===== config.mk =====
export PLATFORM = sky130hd
export DESIGN_NAME = csa_pipe
export DESIGN_NICKNAME = d
export VERILOG_FILES = /design/src/rtl/csa_pipe.sv
export SDC_FILE = /design/constraint.sdc
export NUM_CORES = 1
export LEC_CHECK = 0
export ABC_AREA = 1
export CELL_PAD_IN_SITES_DETAIL_PLACEMENT = 1
export CELL_PAD_IN_SITES_GLOBAL_PLACEMENT = 1
export CORE_AREA = 2 2 138 106
export DETAILED_ROUTE_END_ITERATION = 16
export DIE_AREA = 0 0 140 108
export PLACE_DENSITY = 0.85
export SLEW_MARGIN = 15
export SYNTH_ARGS = -nofsm -noshare
export SYNTH_HDL_FRONTEND = slang
export SYNTH_SLANG_ARGS = --single-unit

===== constraint.sdc =====
create_clock -name CLK -period 5.4 [get_ports CLK]
set_input_delay 0.54 -clock CLK [delete_from_list [all_inputs] [get_ports CLK]]
set_output_delay 0.54 -clock CLK [all_outputs]
set_load 0.02 [all_outputs]

===== src/rtl/csa_pipe.sv =====
// ---------------------------------------------------------------------------
// csa_pipe
//
// Pipelined carry-skip adder with a valid/ready stream interface and a
// per-beat approximate-carry mode.
//
// The first register stage (stage 0) captures the operands. Each following
// stage s (1..NG) adds carry-skip group s-1 on top of the previous stage, so
// the longest combinational path is a single GROUP_SIZE-bit ripple plus the
// skip mux. Stage NG is the output register. A beat therefore becomes visible
// NG edges after the edge that accepted it.
//
// In approximate mode, the carries into groups 1..APPROX_GROUPS are forced
// to zero. Any discarded carry that was 1 sets the running error bit, so ERR
// reports exactly when SUM/COUT differ from the exact A+B+CIN.
//
// Parameters
//   ADDER_SIZE    : operand/sum width (integer multiple of GROUP_SIZE)
//   GROUP_SIZE    : bits per carry-skip group
//   APPROX_GROUPS : number of approximable inter-group carries (0..NG-1)
//
// Ports
//   CLK        in   clock, rising edge
//   RST        in   synchronous active-high reset
//   IN_VALID   in   operand beat valid
//   IN_READY   out  block can accept a beat (combinational from OUT_READY)
//   A, B       in   operands [ADDER_SIZE:1]
//   CIN        in   carry into group 0
//   APPROX_EN  in   approximate mode for this beat
//   OUT_VALID  out  result beat valid
//   OUT_READY  in   consumer accepts the result
//   SUM        out  sum [ADDER_SIZE:1]
//   COUT       out  carry out of the top group
//   ERR        out  result differs from the exact sum
// ---------------------------------------------------------------------------
module csa_pipe #(
  parameter int ADDER_SIZE    = 16,
  parameter int GROUP_SIZE    = 4,
  parameter int APPROX_GROUPS = 0
) (
  input  logic                  CLK,
  input  logic                  RST,
  input  logic                  IN_VALID,
  output logic                  IN_READY,
  input  logic [ADDER_SIZE:1]   A,
  input  logic [ADDER_SIZE:1]   B,
  input  logic                  CIN,
  input  logic                  APPROX_EN,
  output logic                  OUT_VALID,
  input  logic                  OUT_READY,
  output logic [ADDER_SIZE:1]   SUM,
  output logic                  COUT,
  output logic                  ERR
);

  localparam int NG = ADDER_SIZE / GROUP_SIZE;

  // Stage registers. Index 0 is the operand capture stage; index NG is the
  // output stage. sum_q[0] and err_q[0] are held at zero so every stage can
  // be computed by the same expression.
  logic                 vld_q [0:NG];
  logic                 cy_q  [0:NG];
  logic                 err_q [0:NG];
  logic [ADDER_SIZE:1]  sum_q [0:NG];
  logic [ADDER_SIZE:1]  a_q   [0:NG-1];
  logic [ADDER_SIZE:1]  b_q   [0:NG-1];
  logic                 apx_q [0:NG-1];

  // Next-state values for stages 1..NG.
  logic                 kill  [1:NG];
  logic [GROUP_SIZE:0]  gres  [1:NG];
  logic                 cy_d  [1:NG];
  logic                 err_d [1:NG];
  logic [ADDER_SIZE:1]  sum_d [1:NG];

  logic en;

  // One carry-skip group: ripple add, then bypass the ripple carry with the
  // incoming carry when every bit propagates. Returns {carry_out, sum}.
  function automatic logic [GROUP_SIZE:0] group_add(
    input logic [GROUP_SIZE-1:0] ga,
    input logic [GROUP_SIZE-1:0] gb,
    input logic                  gc
  );
    logic [GROUP_SIZE:0] ripple;
    logic                skip;
    ripple = {1'b0, ga} + {1'b0, gb} + {{GROUP_SIZE{1'b0}}, gc};
    skip   = &(ga ^ gb);
    return {(skip ? gc : ripple[GROUP_SIZE]), ripple[GROUP_SIZE-1:0]};
  endfunction

  // Whole pipeline advances together; a full output stage that is not being
  // taken stalls every stage, bubbles included.
  assign en        = !vld_q[NG] || OUT_READY;
  assign IN_READY  = en;
  assign OUT_VALID = vld_q[NG];
  assign SUM       = sum_q[NG];
  assign COUT      = cy_q[NG];
  assign ERR       = err_q[NG];

  // Group s-1 is computed from stage s-1. Its carry-in is killed for
  // approximate beats when it is one of the lower approximable groups;
  // a killed carry that was 1 is remembered in the error bit.
  always_comb begin
    for (int s = 1; s <= NG; s++) begin
      kill[s]  = apx_q[s-1] && ((s - 1) >= 1) && ((s - 1) <= APPROX_GROUPS);
      gres[s]  = group_add(a_q[s-1][(s-1)*GROUP_SIZE+1 +: GROUP_SIZE],
                           b_q[s-1][(s-1)*GROUP_SIZE+1 +: GROUP_SIZE],
                           cy_q[s-1] && !kill[s]);
      cy_d[s]  = gres[s][GROUP_SIZE];
      err_d[s] = err_q[s-1] || (kill[s] && cy_q[s-1]);
      sum_d[s] = sum_q[s-1];
      sum_d[s][(s-1)*GROUP_SIZE+1 +: GROUP_SIZE] = gres[s][GROUP_SIZE-1:0];
    end
  end

  // Stage registers. Reset discards every in-flight beat and ignores any
  // beat presented in the same cycle.
  always_ff @(posedge CLK) begin
    if (RST) begin
      for (int s = 0; s <= NG; s++) begin
        vld_q[s] <= 1'b0;
        cy_q[s]  <= 1'b0;
        err_q[s] <= 1'b0;
        sum_q[s] <= '0;
      end
      for (int s = 0; s < NG; s++) begin
        a_q[s]   <= '0;
        b_q[s]   <= '0;
        apx_q[s] <= 1'b0;
      end
    end else if (en) begin
      vld_q[0] <= IN_VALID;
      cy_q[0]  <= CIN;
      err_q[0] <= 1'b0;
      sum_q[0] <= '0;
      a_q[0]   <= A;
      b_q[0]   <= B;
      apx_q[0] <= APPROX_EN;
      for (int s = 1; s <= NG; s++) begin
        vld_q[s] <= vld_q[s-1];
        cy_q[s]  <= cy_d[s];
        err_q[s] <= err_d[s];
        sum_q[s] <= sum_d[s];
      end
      for (int s = 1; s < NG; s++) begin
        a_q[s]   <= a_q[s-1];
        b_q[s]   <= b_q[s-1];
        apx_q[s] <= apx_q[s-1];
      end
    end
  end

endmodule


Word-level counts from Yosys, hierarchy flattened
Memories as Yosys holds them, arrays and structs flattened.
Cells that the tools add are included.
{ "totals": {"regBits": 0, "ram_bits": 223, "word_cells": 89, "n_memories": 6} }
{ "classes": {"addsub": 8, "mux": 37, "bitwise_logic": 32, "n_reduce_logical": 6} }
{ "mem_list": {"columns": ["name", "words", "word_bits", "rd", "rd_clocked_by_memory_dff", "wr", "line_no", "text"], "rows": [
  ["sum_q", 5, 16, 5, 0, 5, "64", "logic [ADDER_SIZE:1] sum_q [0:NG];"],
  ["a_q", 4, 16, 4, 0, 4, "65", "logic [ADDER_SIZE:1] a_q [0:NG-1];"],
  ["b_q", 4, 16, 4, 0, 4, "66", "logic [ADDER_SIZE:1] b_q [0:NG-1];"],
  ["cy_q", 5, 1, 5, 0, 5, "62", "logic cy_q [0:NG];"],
  ["err_q", 5, 1, 5, 0, 5, "63", "logic err_q [0:NG];"],
  ["vld_q", 5, 1, 5, 0, 5, "61", "logic vld_q [0:NG];"]
]} }
{ "op_table": {"columns": ["cell", "count"], "rows": [
  ["$mux W16", 13],
  ["$or A1 B1 Y1", 28],
  ["$mux W1", 24],
  ["$add A4 B4 Y5", 4],
  ["$add A5 B1 Y5", 4],
  ["$reduce_and A4 Y1", 4],
  ["$xor A4 B4 Y4", 4],
  ["$logic_not A1 Y1", 1],
  ["$logic_or A1 B1 Y1", 1]
]} }

Logic depth before layout (Yosys ltp)
An unclocked memory read counts as a cell.
{ "logic_depth": {"depth_word": 7, "mapped_depth": 8, "mapped_depth_nobuf": 8} }

Worst setup path before layout
No wires, ideal clock.
{ "synth_timing": {"kind": "in2reg", "startpoint": "input port RST", "endpoint": "memory a_q[0][0] in the netlist's numbering, enable pin", "setup_time_ns": 1.449, "t_arrival_ns": 3.537, "t_required_ns": 3.951, "slack_ns": 0.413, "cell_stages": 2, "n_path_buf": 0, "cell_sequence": "inv_1 -> nand3_1"} }
{ "synth_rtl": {"columns": ["element", "line_no", "text"], "rows": [
  ["from (decl)", "42", "input logic RST,"],
  ["to (decl)", "65", null]
]} }

==> flow_metrics.py <==
metrics = {
    "status": {
        "status": "finished, violations left",
        "failed_checks": "DRC",
    },
    "layout": {
        "drive_above_1_share": 0.196,
        "nets": 627,
        "fin_util": 0.550,
        "nFillCells": 1352,
        "area_delta_synth_final_pct": 17.7,
        "diodes": 0,
    },
    "grt": {
        "antenna_found_initial": 0,
        "grt_usage": 0.144,
        "grt_pass1_vias": 3416,
        "grt_max_degree": 131,
        "grt_pass1_wl_mm": 16.2,
        "grt-ovfl-total": 0,
    },
    "clock_network": {
        "cts_resized": 0,
        "clockBufferDepth": 2,
        "root_buffer": "clkbuf_16",
        "htreeDepth": 4,
        "hold_buffers": 0,
        "cts_buffers": 17,
        "cts.sinks": 130,
        "post_cts_buffers": 0,
        "clock_latency_ns": 0.42,
        "clkTransAtPathRegs_ns": 0.05,
        "cts_tree": "done",
    },
    "synthesis": {
        "synth_ff_type": "edfxtp_1",
        "ys_seq_area_frac": 0.612,
        "synth_common_cells": "inv_1, edfxtp_1, nor2_4, nor2_1, nand2_1",
        "synth_compound_area_frac": 0.0102,
        "synth_adder_area_share": 0.0565,
        "ys.warnings.count": 0,
        "synthMuxAreaShare": 0,
        "synth_xor_area_frac": 0,
        "synth_top_area_cell": "edfxtp_1",
        "ys_seq_elements": 130,
        "synth.net_count": 564,
        "synthArstFlopShare": 0,
        "synth_edf_count": 130,
        "synthDistinctLibCells": 21,
        "synth_top_family_by_area": "simple AND/OR/NAND/NOR gates",
        "synthesis.area_mm2": 0.00638,
        "synth_area_leaders": "edfxtp_1, nor2_4, inv_1",
        "yosysMostFrequentCell": "inv_1",
        "syn_inst": 502,
        "syn_area_per_cell_um2": 12.7,
        "synth_top_area_frac": 0.612,
        "synth-simple-area-share": 0.208,
    },
    "placed_design": {
        "portBuffers": 55,
        "gp_congestion": 0.759,
        "dp_hpwl_mm": 6.25,
    },
    "routing": {
        "drc": 2,
        "routed_wl_mm": 9.82,
        "drt-pass1-iter-count": 12,
        "via_count": 3269,
        "viasPerCell": 4.35,
        "wire_per_inst_um": 13.1,
        "detail-route-antenna-nets": 0,
        "drt_iter0_drc": 220,
    },
    "sta": {
        "maxSlewViolCount": 0,
        "finalSetupTns_ns": 0,
        "skew_ns": 0.00805,
        "grt_setup_unrepaired": "no",
        "setup_violations": 0,
        "worst_slew_pin_slew_ns": 0.865,
        "maxSlewHeadroom": 0.423,
        "period_share": 0.460,
        "timing.fmax_mhz": 402,
        "finalCriticalPeriod_ns": 2.48,
        "final-hold-violation-count": 0,
    },
    "worst_setup_path": {
        "cp-end-kind": "flip-flop",
        "required_ns": 5.53,
        "cpMaxStageDelayCell": "buf_4",
        "cp_top_family": "buffers and inverters",
        "arrival_ns": 2.62,
        "cp-start-kind": "input port",
        "crit_chain": "clkdlybuf4s50_1 -> inv_2 -> nand2_2 -> nand2_8 -> buf_4 -> nor2_1",
        "path_class": "in2reg",
        "slowest_delay_ns": 0.73,
        "critical_path_buf_inv_count": 3,
        "crit_fanout": 70,
    },
    "pwr": {
        "p_leak_nw": 3.04,
        "ir_drop_v": 0.000216,
        "powerDensity_mw_per_mm2": 319,
    },
    "die": {
        "row_count": 37,
        "core_mm2": 0.0137,
        "die_w_um": 140,
        "dieArea_mm2": 0.0151,
        "initial_core_util": 0.467,
        "pin_count": 58,
        "die_height_um": 108,
    },
    "min_path": {
        "hold_class": "reg2reg",
    },
    "flow_run": {
        "maxCapViolations": 0,
    },
}
## path summary, 6_finish.rpt
path | start | endpoint | slack (ns) | cells past startpoint
setup / recovery | OUT_READY | b_q[0][31] | 2.92 | 6
hold / removal | sum_q[0][17] | sum_q[0][33] | 0.54 | 2
setup reg to reg | vld_q[0][4] | b_q[0][31] | 3.07 | 4
hold reg to reg | sum_q[0][17] | sum_q[0][33] | 0.54 | 2
## sequential cells by signal, indices dropped and copies added, names as in the netlist
signal,cells
b_q,40
vld_q,5
sum_q,40
a_q,40
cy_q,5
## worst register-to-register path: cells and delay by family (launching register included)
family	cells	cell delay, ns
simple gates	3	0.85
buf+inv	1	0.77
flops	1	0.43
## stage by stage
stage | instances | hold WS [ns] | worst slack, ns | total power, W | area, µm²
detailed placement | 721 | 0.537 | 2.44 | 0.00141 | 7000
global route | 751 | 0.571 | 2.76 | 0.00249 | 7510
CTS | 751 | 0.551 | 2.85 | 0.00242 | 7510
floorplan | 502 | 0.519 | 0.413 | 0.00136 | 6380
finish | 751 | 0.542 | 2.92 | 0.00239 | 7510
global placement | 721 | 0.521 | 2.52 | 0.00140 | 7000
## placed cells by master (no fill, tap or decap), types with 2 or more instances in the layout
master | Yosys | final
clkbuf_1 | 0 | 5
buf_4 | 1 | 2
nor2_1 | 56 | 56
ha_1 | 16 | 16
clkdlybuf4s50_1 | 0 | 55
nor3_1 | 2 | 2
o21ai_0 | 2 | 2
nand3_1 | 7 | 6
inv_1 | 136 | 136
or2_2 | 3 | 3
clkbuf_16 | 0 | 17
clkinv_1 | 0 | 2
a21oi_1 | 11 | 11
edfxtp_1 | 130 | 130
nand2_1 | 31 | 31
clkinv_2 | 0 | 4
nor2_4 | 80 | 80
fa_1 | 8 | 8
## final cells by class
type | count | area [µm²] | area share
tap | 175 | 219 | 0.0292
inverter | 137 | 514 | 0.0685
clock inverter | 8 | 65.1 | 0.00867
multi-input combinational | 221 | 1770 | 0.236
timing repair buffer | 58 | 586 | 0.0780
clock buffer | 22 | 444 | 0.0592
sequential | 130 | 3900 | 0.520
## cell families (layout without fill, tap and decap cells)
kind of cell               after synthesis  in the layout
and+or+nand+nor                        183            183
buffers and inverters                  151            225
DFF                                    130            130
adders and majority gates               24             24
AOI/OAI and AO/OA                       13             13
other                                    1              1
## report_power, final
group          switching (W)  internal [W]
Sequential         0.0000198       0.00117
Clock               0.000385      0.000619
Combinational       0.000119     0.0000852
## routing by layer
metal	track usage	vias up	routed length, µm
li1	-	1662	-
met1	0.156	1530	4060
met2	0.251	63	5030
met3	0.0633	14	502
met4	0.0606	0	223
met5	0	-	0
Note: power is estimated with default switching activity, not from simulation.
